<file path="config.mk">
export PLATFORM = sky130hd
export DESIGN_NAME = fpu_reg_bank_q
export DESIGN_NICKNAME = d
export VERILOG_FILES = /design/src/rtl/fpu_reg_bank_q.sv
export SDC_FILE = /design/constraint.sdc
export NUM_CORES = 1
export LEC_CHECK = 0
export BUFFER_PORTS_ARGS = -buffer_cell sky130_fd_sc_hd__buf_2
export CORE_MARGIN = 8
export CORE_UTILIZATION = 45
export DETAILED_ROUTE_END_ITERATION = 16
export PLACE_DENSITY_LB_ADDON = 0.3
export RECOVER_POWER = 25
export SLEW_MARGIN = 20
export SYNTH_ARGS = -nofsm -noshare
export SYNTH_HDL_FRONTEND = slang
export SYNTH_SLANG_ARGS = --single-unit
</file>
<file path="constraint.sdc">
create_clock -name CLK -period 3.8 [get_ports CLK]
set_input_delay 0.38 -clock CLK [delete_from_list [all_inputs] [get_ports CLK]]
set_output_delay 0.38 -clock CLK [all_outputs]
set_load 0.01 [all_outputs]
</file>
<file path="src/rtl/fpu_reg_bank_q.sv">
// APB register bank for the FPU: queued commands out, queued results back, status/overflow flags.
// Optional irq output and IRQ_EN register are compiled in with FPU_RB_IRQ_EN.

module fpu_rb_fifo #(
  parameter int WIDTH = 8,
  parameter int DEPTH = 4
) (
  input  logic                   clk,
  input  logic                   rst_n,
  input  logic                   flush,
  input  logic                   push,
  input  logic [WIDTH-1:0]       push_dat,
  input  logic                   pop,
  output logic [WIDTH-1:0]       head_dat,
  output logic [$clog2(DEPTH):0] count
);
  localparam int AW = $clog2(DEPTH);

  logic [WIDTH-1:0] mem [DEPTH];
  logic [AW-1:0]    wr_ptr;
  logic [AW-1:0]    rd_ptr;
  logic             full;
  logic             empty;
  logic             do_push;
  logic             do_pop;

  assign full  = (count == (AW+1)'(DEPTH));
  assign empty = (count == '0);
  assign do_pop  = pop && !empty;
  // A pop frees the slot first, so a push into a full FIFO is accepted alongside it.
  assign do_push = push && (!full || do_pop) && !flush;

  always_ff @(posedge clk or negedge rst_n) begin
    if (!rst_n) begin
      wr_ptr <= '0;
      rd_ptr <= '0;
      count  <= '0;
    end else if (flush) begin
      wr_ptr <= '0;
      rd_ptr <= '0;
      count  <= '0;
    end else begin
      if (do_push) wr_ptr <= wr_ptr + 1'b1;
      if (do_pop)  rd_ptr <= rd_ptr + 1'b1;
      case ({do_push, do_pop})
        2'b10:   count <= count + 1'b1;
        2'b01:   count <= count - 1'b1;
        default: count <= count;
      endcase
    end
  end

  always_ff @(posedge clk) begin
    if (do_push) mem[wr_ptr] <= push_dat;
  end

  // Storage is not reset, so the head is forced to zero while empty.
  assign head_dat = empty ? '0 : mem[rd_ptr];
endmodule

module fpu_reg_bank_q #(
  parameter int DATA_WIDTH  = 32,
  parameter int CMD_DEPTH   = 4,
  parameter int RES_DEPTH   = 4,
  parameter int OPSEL_WIDTH = 3
) (
  input  logic                   CLK,
  input  logic                   RSTN,
  input  logic [2:0]             ADDR,
  input  logic [DATA_WIDTH-1:0]  WDATA,
  input  logic                   ENABLE,
  input  logic                   write_enable,
  input  logic                   read_enable,
  output logic [DATA_WIDTH-1:0]  RDATA,
  output logic [DATA_WIDTH-1:0]  fpu_op1,
  output logic [DATA_WIDTH-1:0]  fpu_op2,
  output logic [OPSEL_WIDTH-1:0] fpu_op_sel,
  output logic                   fpu_req_valid,
  input  logic                   fpu_req_ready,
  input  logic [DATA_WIDTH-1:0]  fpu_result,
  input  logic                   fpu_result_valid,
  output logic                   irq
);
  localparam int QW = $clog2(CMD_DEPTH) + 1;
  localparam int CW = $clog2(RES_DEPTH) + 1;

  typedef struct packed {
    logic [DATA_WIDTH-1:0]  op1;
    logic [DATA_WIDTH-1:0]  op2;
    logic [OPSEL_WIDTH-1:0] sel;
  } cmd_t;

  logic                  wr;
  logic                  rd;
  logic                  cmd_push;
  logic                  flush;
  logic                  stat_wr;
  logic                  issue;
  logic                  res_pop;
  logic                  res_push;
  logic                  res_ret;
  logic                  cmd_drop;
  logic                  res_drop;
  logic [DATA_WIDTH-1:0] op1_q;
  logic [DATA_WIDTH-1:0] op2_q;
  logic                  cmd_ovf;
  logic                  res_ovf;
  logic [CW-1:0]         inflight;
  logic [CW:0]           credit_sum;
  cmd_t                  cmd_in;
  cmd_t                  cmd_head;
  logic [QW-1:0]         cmd_count;
  logic                  cmd_full;
  logic                  cmd_empty;
  logic [DATA_WIDTH-1:0] res_head;
  logic [CW-1:0]         res_count;
  logic                  res_full;
  logic                  res_empty;
  logic [DATA_WIDTH-1:0] status;
  logic [DATA_WIDTH-1:0] irq_en_rd;

  assign wr       = ENABLE && write_enable;
  assign rd       = ENABLE && read_enable && !write_enable;
  assign cmd_push = wr && (ADDR == 3'd2);
  assign flush    = wr && (ADDR == 3'd6) && WDATA[0];
  assign stat_wr  = wr && (ADDR == 3'd3);
  assign res_pop  = rd && (ADDR == 3'd4) && !res_empty;

  assign cmd_full  = (cmd_count == QW'(CMD_DEPTH));
  assign cmd_empty = (cmd_count == '0);
  assign res_full  = (res_count == CW'(RES_DEPTH));
  assign res_empty = (res_count == '0);

  // Only issue when a result slot is guaranteed for every outstanding request.
  assign credit_sum    = {1'b0, inflight} + {1'b0, res_count};
  assign fpu_req_valid = !cmd_empty && (credit_sum < (CW+1)'(RES_DEPTH));
  assign issue         = fpu_req_valid && fpu_req_ready;

  assign res_ret  = fpu_result_valid && (inflight != '0);
  assign res_push = res_ret;
  assign res_drop = fpu_result_valid && ((inflight == '0) || (res_full && !res_pop));
  assign cmd_drop = cmd_push && cmd_full && !issue && !flush;

  assign cmd_in     = {op1_q, op2_q, WDATA[OPSEL_WIDTH-1:0]};
  assign fpu_op1    = cmd_head.op1;
  assign fpu_op2    = cmd_head.op2;
  assign fpu_op_sel = cmd_head.sel;

  fpu_rb_fifo #(.WIDTH($bits(cmd_t)), .DEPTH(CMD_DEPTH)) cmd_fifo (
    .clk      (CLK),
    .rst_n    (RSTN),
    .flush    (flush),
    .push     (cmd_push),
    .push_dat (cmd_in),
    .pop      (issue),
    .head_dat (cmd_head),
    .count    (cmd_count)
  );

  fpu_rb_fifo #(.WIDTH(DATA_WIDTH), .DEPTH(RES_DEPTH)) res_fifo (
    .clk      (CLK),
    .rst_n    (RSTN),
    .flush    (1'b0),
    .push     (res_push),
    .push_dat (fpu_result),
    .pop      (res_pop),
    .head_dat (res_head),
    .count    (res_count)
  );

  always_ff @(posedge CLK or negedge RSTN) begin
    if (!RSTN) begin
      op1_q    <= '0;
      op2_q    <= '0;
      cmd_ovf  <= 1'b0;
      res_ovf  <= 1'b0;
      inflight <= '0;
    end else begin
      if (wr && (ADDR == 3'd0)) op1_q <= WDATA;
      if (wr && (ADDR == 3'd1)) op2_q <= WDATA;
      // A new overflow event wins over a same-cycle clear.
      cmd_ovf <= cmd_drop | (cmd_ovf & ~(stat_wr & WDATA[3]));
      res_ovf <= res_drop | (res_ovf & ~(stat_wr & WDATA[4]));
      case ({issue, res_ret})
        2'b10:   inflight <= inflight + 1'b1;
        2'b01:   inflight <= inflight - 1'b1;
        default: inflight <= inflight;
      endcase
    end
  end

`ifdef FPU_RB_IRQ_EN
  logic [1:0] irq_en;
  logic       irq_q;

  always_ff @(posedge CLK or negedge RSTN) begin
    if (!RSTN) begin
      irq_en <= 2'b00;
      irq_q  <= 1'b0;
    end else begin
      if (wr && (ADDR == 3'd5)) irq_en <= WDATA[1:0];
      irq_q <= (irq_en[0] & !res_empty) | (irq_en[1] & (cmd_ovf | res_ovf));
    end
  end

  assign irq       = irq_q;
  assign irq_en_rd = {{(DATA_WIDTH-2){1'b0}}, irq_en};
`else
  assign irq       = 1'b0;
  assign irq_en_rd = '0;
`endif

  always_comb begin
    status       = '0;
    status[0]    = !res_empty;
    status[1]    = cmd_full;
    status[2]    = cmd_empty;
    status[3]    = cmd_ovf;
    status[4]    = res_ovf;
    status[5]    = (inflight != '0);
    status[15:8] = 8'(res_count);
  end

  always_comb begin
    RDATA = res_head;
    if (rd) begin
      case (ADDR)
        3'd0:    RDATA = op1_q;
        3'd1:    RDATA = op2_q;
        3'd3:    RDATA = status;
        3'd4:    RDATA = res_head;
        3'd5:    RDATA = irq_en_rd;
        default: RDATA = '0;
      endcase
    end
  end
endmodule
</file>
==> impl_results.md, run 1 <==
- # fillers: about 3300
- Worst-Margin Slew: between 900 and 1000 ps
- Nets@finish: around 1300
- Layout area overhead: 17.5%
- Max-Cap Viols: 0
- Family with the most delay on the worst path: simple AND/OR/NAND/NOR gates
- Insertion delay to the later sink of the worst-skew pair: 580 ps
- Synth top area share: 0.625
- Tot GR Track Use: 0.168
- Clk buf depth: 3
- Synthesis warning total: 0
- Die X-Extent: 222 um
- Initial antenna violation count: 2
- Top FF cell, synth: edfxtp_1
- Via count: roughly 9500
- Status: finished, final reports clean
- Sequential share of power: 0.434
- Worst setup SP type: flip-flop
- Final Setup Violations: 0
- DIE AREA: approximately 50000 um2
- Core Area: ~42000 um2
- Async SR Flop Fraction: 0.173
- EDFF count, synth: approximately 400
- Initial Util: 0.455
- Clock Pin Slew Worst Setup and Hold Paths: 60 ps
- Cell Pwr Density: slightly above 700 nW/um2
- Post-synth top cells: 396 x edfxtp_1, 99 x mux4_2, 83 x dfrtp_1
- Hold crit path type: in -> reg
- Syn Inst Count: about 950
- Critical Path Fanout Max: 7
- Aggregate routed wire length: just over 40000 um
- Final hold viol count: 0
- CP cell instances: ha_1 > nor3_1 > a31oi_1 > nor3_2 > inv_1 > ha_1 > fa_1 > xnor2_1 > or3_1 > a21oi_1
- Most used cell, CP: ha_1
- VDD IR max: about 0.43 mV
- Worst Skew: around 21 ps
- Routability cong.: between 0.7 and 0.8
- CTS tree: done
- R2r setup slk: about 660 ps
- CP Class: reg -> reg
- Count of distinct cell types in the synthesized netlist: 41
- Slowest CP cell: dfrtp_1
- WHS Path Cells: 2
- FF+latch area: 14000 um2
- Die Span Y: 222 um
- P_int: between 10000 and 15000 uW
- Min-Delay Startpoint: WDATA[25]
- DR DRC count: 0
- Final total power: around 16000 uW
- Switching share of total power: 0.296
- Post-CTS Resized: 0
- Clock share of power: 0.285
- Setup Fix Bufs, Post-CTS: 0
- NetSw: 4790 uW
- Max Fclk: around 0.32 GHz
- Leading area contributor after synthesis: edfxtp_1
- DR vias/cell: between 5 and 6
- Setup TNS: 0 ps
- WHS Endpoint: op2_q[25]
- Register bit total from synthesis: 479
- Clock Sink Count: 479
- Worst R2R Start: res_fifo.count[2]
- WL/cell: around 24 um
- Root Driver: clkbuf_16
- Comb pwr share: 0.282
- Final worst path period need: approximately 3100 ps
- CP Capture Type: flip-flop
- R2R cell count: 10
- CP max stage delay: approximately 470 ps
- Row count: 75
- Most common cell in the netlist: edfxtp_1
- # IOs: approximately 180
- Slew headroom: 0.354
- Routed Antenna Nets: 0
- Leakage: between 0.007 and 0.008 uW
- TritonRoute pass-1 iters: 5
- Final worst-path cycle share: 0.826
- Global-route wire length before repair: approximately 63000 um
- Final global-route overflow total: 0
- Area of the multi-input gates: 4790 um2
- Worst hold slack: 32.9 ps
- Mapped Area: between 15000 and 20000 um2
- Arr. time, crit path: ~3600 ps
- Num CTS Buffers: 48
- HPWL after DPL: around 27000 um
- Crit path required time: 4280 ps
- Area contributors post-synth: edfxtp_1 62%, mux4_2 12%, dfrtp_1 11%
- Vias in the first global route: a little over 10000
- WP buf/inv: 1
- Port bufs: 173
- Largest net degree at the start of global routing: a little over 70
- Drt initial violations: around 540
- Sequential area share after synthesis: 0.734
- Syn Nets: between 1000 and 1500
- Core Util, Final: 0.535
- R2r endpoint: cmd_fifo.count[2]
- Htree depth: 2
- Share of layout cells above drive strength 1: 0.299
- Syn avg cell area: about 20 um2
- Slew Limit Fails: 0
- RSZ-0062 raised after global routing: no
==> cell type report <==
type | instances | share of cell area
multi-input cells | 405 | 0.214
clock buffers | 60 | 0.0580
clock inverters | 30 | 0.0112
flip-flops and latches | 479 | 0.624
inverters | 15 | 0.00252
diodes | 1 | 0.000112
repair buffers | 221 | 0.0598
well taps | 539 | 0.0301
==> stage by stage <==
step	setup WS, ps	std cells	cell area [um2]
after floorplan	275	953	19000
after global placement	773	1641	20700
after detailed placement	677	1641	20700
after CTS	659	1749	22400
after global routing	423	1749	22400
final	662	1750	22400
==> per-layer routing <==
metal | share of wire | vias up | global-route usage | wire, um
met1 | 0.43 | 4949 | 0.222 | 17800
li1 | - | 4257 | - | -
met5 | 0.00031 | - | 0 | 13
met3 | 0.058 | 62 | 0.0347 | 2390
met4 | 0.029 | 2 | 0.0620 | 1210
met2 | 0.48 | 253 | 0.275 | 20100
==> how the worst max path moves through the flow <==
| stage | slack, ps | start | cells past startpoint | end |
|---|---|---|---|---|
| floorplan | 270 | res_fifo.count[2] | 5 | cmd_fifo.mem[0][0] |
| global placement | 770 | res_fifo.count[2] | 10 | cmd_fifo.count[2] |
| detailed placement | 680 | res_fifo.count[2] | 10 | cmd_fifo.count[2] |
| CTS | 660 | res_fifo.count[2] | 10 | cmd_fifo.count[2] |
| global route | 420 | res_fifo.count[2] | 10 | cmd_fifo.count[2] |
| finish | 660 | res_fifo.count[2] | 10 | cmd_fifo.count[2] |
==> cell usage in the layout, fill, tap and decap left out, types with 3 or more instances in the layout <==
cell type and instances:
mux4_2 99, dfrtp_1 80, xor2_1 8, fa_1 3, and2_1 73, ha_1 13
nor2_1 14, clkinv_1 11, xnor2_1 5, buf_12 8, o21ai_0 8, o22ai_1 6
buf_2 143, buf_4 23, and2_4 4, inv_1 15, o2bb2ai_1 23, mux2i_1 11
a22oi_1 23, clkbuf_1 37, mux2_1 65, clkinv_2 11, clkbuf_16 49, nand2_1 7
bufinv_16 4, a22o_1 9, clkbuf_8 3, nor3_1 3, edfxtp_1 396, a21oi_1 3
dlygate4sd3_1 18
==> kinds of logic (layout without fill, tap and decap cells) <==
group | count (synthesis) | count (layout) | share of synthesized area
AO/OA/AOI/OAI | 76 | 76 | 0.0311
XOR/XNOR | 13 | 13 | 0.00598
buffers and inverters | 69 | 326 | 0.0165
AND/OR/NAND/NOR | 122 | 122 | 0.0384
other | 1 | 2 | 0.000197
flip-flops | 479 | 479 | 0.734
adder cells (fa/ha/maj) | 16 | 16 | 0.0117
multiplexers | 177 | 177 | 0.163
==> timing repair <==
action | CTS | global route
hold buffers | 18 | 0
setup endpoints to repair | 0 | 0
hold endpoints to repair | 128 | 0
==> registers in the layout (all words and copies together), names as in the netlist, 3 cells and up <==
signal / cells
cmd_fifo.count: 3
cmd_fifo.mem: 268
inflight: 3
op1_q: 32
op2_q: 32
res_fifo.count: 3
res_fifo.mem: 128
==> power groups by stage <==
stage	Clock, uW	Sequential, uW	Combinational [uW]
finish	4600	7010	4550
CTS	4710	7030	4700
floorplan	0	6830	3120
global route	4900	7110	4960
global placement	0	7100	4640
detailed placement	0	7130	4680
Note: power is estimated with default switching activity, not from simulation.
==> run 2: changes to the inputs <==
==> constraint.sdc (replaced) <==
create_clock -name CLK -period 2.6 [get_ports CLK]
set_input_delay 0.26 -clock CLK [delete_from_list [all_inputs] [get_ports CLK]]
set_output_delay 0.26 -clock CLK [all_outputs]
set_load 0.01 [all_outputs]
==> run 2 against run 1 <==
Effect of this change: via count is 3.6% higher; largest power group unchanged; die area stayed put; count of clock-buffer cells in the layout is 4 higher; critical path depth is 6 lower; wire length is 3.9% higher; first-iteration DRC count is 4.5% higher; clock skew is 10 ps higher; critical endpoint is now fpu_op2[8].
==> impl_results.md, run 2 (synthesized netlist as in run 1, its figures left out) <==
- Final global-route overflow total: 0 (unchanged)
- R2r setup slk: 130 ps (-530 ps)
- R2r endpoint: cmd_fifo.count[2]
- Initial Util: 0.455 (unchanged)
- Largest net degree at the start of global routing: 51 (-28%)
- Leakage: 0.00826 uW (+4.7%)
- Htree depth: 2 (unchanged)
- Hold crit path type: in -> reg
- CP Capture Type: primary output
- Critical Path Fanout Max: 25 (+18)
- Core Area: 41900 um2 (unchanged)
- Crit path required time: 2340 ps (-1940 ps)
- Initial antenna violation count: 1 (-1)
- Largest regs: cmd_fifo.mem: 268 flops, res_fifo.mem: 128 flops
- Max reg flops: 268 (unchanged)
- Row count: 75 (unchanged)
- HPWL after DPL: 27600 um (+1.3%)
- Tot GR Track Use: 0.174 (+0.00573)
- Insertion delay to the later sink of the worst-skew pair: 580 ps (about the same)
- Routability cong.: 0.795 (+1.9%)
- Largest Register: cmd_fifo.mem
- R2R cell count: 10 (unchanged)
- Global-route wire length before repair: 65600 um (+3.7%)
- Port bufs: 173 (unchanged)
- Worst-Margin Slew: 683 ps (-286 ps)
- Cell Pwr Density: 1040 nW/um2 (+43%)
- CP max stage delay: 560 ps (+90 ps)
- Final worst-path cycle share: 0.965
- Aggregate routed wire length: 43200 um (+3.9%)
- DIE AREA: 49200 um2 (unchanged)
- Layout Cells excl Fill: 1815 (+3.7%)
- Status: finished, final reports clean
- CTS tree: done
- DR DRC count: 0 (unchanged)
- WHS Endpoint: res_ovf
- Worst R2R Start: res_fifo.count[2]
- Clock Sink Count: 479 (unchanged)
- Final worst path period need: 2510 ps
- Num CTS Buffers: 46 (-4.2%)
- Core Util, Final: 0.557 (+0.0222)
- CP Class: reg -> out
- Root Driver: clkbuf_16
- Commonest non-fill, non-tap cells in the layout: 396 x edfxtp_1, 137 x buf_2, 99 x mux4_2
- Via count: 9868 (+3.6%)
- Max Fclk: approximately 0.4 GHz
- DR vias/cell: 5.44 (about the same)
- Final total power: 24100 uW (+49%)
- Routed Antenna Nets: 0 (unchanged)
- Layout area overhead: 22.4%
- WHS Path Cells: 3 (+1)
- CP cell instances: clkbuf_16 > mux4_2 > and2_1 > buf_2
- # fillers: 3296 (+0.18%)
- TritonRoute pass-1 iters: 8 (+3)
- WL/cell: 23.8 um (+0.19%)
- Worst setup SP type: flip-flop
- Nets@finish: 1327 (+5.3%)
- RSZ-0062 raised after global routing: no
- VDD IR max: 0.653 mV (+51%)
- Worst hold slack: 39.4 ps (+6.45 ps)
- Dpl cells: 1658 (+1.0%)
- Drt initial violations: 561 (+4.5%)
- Arr. time, crit path: 2250 ps (-1370 ps)
- Min-Delay Startpoint: fpu_result_valid
- Slew Limit Fails: 0 (unchanged)
- Commonest non-fill, non-tap cell in the layout: edfxtp_1
- Vias in the first global route: 10400 (+2.8%)
- Worst Skew: 31.0 ps (+10.0 ps)
- Slowest CP cell: mux4_2
- Final hold viol count: 0 (unchanged)
- Die Span Y: 222 um (unchanged)
- Clock Pin Slew Worst Setup and Hold Paths: 70 ps (about the same)
- Slew headroom: 0.544 (+0.190)
- Max-Cap Viols: 0 (unchanged)
- # IOs: 175 (unchanged)
- Share of layout cells above drive strength 1: 0.300 (+0.000434)
- Final Setup Violations: 0 (unchanged)
- Die X-Extent: 222 um (unchanged)
- Clk buf depth: 3 (unchanged)
## run 2: cell types whose count changed in the layout (fill, tap and decap cells not counted), moves of 2 or more
cell           previous run  this run
nor3_1                    3         1
ha_1                     13        11
inv_6                     2         0
buf_12                    8        27
buf_2                   143       137
clkinv_1                 11         3
clkinv_8                  0         2
nor3_2                    1         3
dlygate4sd3_1            18        65
clkbuf_1                 37        48
## run 2: power by group
| part | switching, uW | internal, uW | leakage, uW |
|---|---|---|---|
| Sequential | 656 | 9460 | 0.00461 |
| Combinational | 3730 | 3640 | 0.00291 |
| Clock | 2790 | 3850 | 0.000745 |
## run 2: worst max path at each step
stage,startpoint,endpoint,cells past startpoint
2_1_floorplan,res_fifo.count[2],cmd_fifo.mem[0][0],5
3_3_place_gp,inflight[2],cmd_fifo.count[2],10
3_5_place_dp,inflight[2],cmd_fifo.count[2],10
4_1_cts,cmd_fifo.rd_ptr[0],fpu_op1[21],4
5_1_grt,inflight[2],cmd_fifo.count[2],10
6_report,cmd_fifo.rd_ptr[0],fpu_op2[8],4
## run 2: through the flow
stage               area [um2]  worst slack, ps  setup TNS, ps
floorplan                19100            -31.9          -8560
global placement         21000              149              0
detailed placement       21000              127              0
CTS                      23300            -68.1          -1260
global route             23300             2.64              0
finish                   23300             91.9              0
## run 2: what timing repair did
action	CTS	global route
setup endpoints to repair	66	96
hold endpoints to repair	244	0
pin swaps	0	5
hold buffers	65	0
setup buffers	2	1
gates resized for setup	5	8
cloned	1	1
## run 2: final cells by class
| class | instances | area, um2 | area share |
|---|---|---|---|
| tap | 539 | 674 | 0.0289 |
| inverter | 15 | 56.3 | 0.00242 |
| multi-input combinational | 405 | 4820 | 0.207 |
| timing repair buffer | 290 | 2270 | 0.0972 |
| clock buffer | 64 | 1280 | 0.0549 |
| sequential | 479 | 14000 | 0.600 |
| clock inverter | 22 | 231 | 0.00993 |
| antenna | 1 | 2.50 | 0.000107 |
## run 2: critical path: cells and delay by family, from the launching register on
family	cells	cell delay (ps)
buffers and inverters	2	410
DFF	1	490
muxes	1	560
and+or+nand+nor	1	180
## run 2: per-layer routing
metal,vias up,share of wire,global-route usage
met2,243,0.48,0.283
li1,4388,-,-
met4,0,0.020,0.0507
met1,5187,0.45,0.238
met3,50,0.051,0.0345
met5,-,0,0
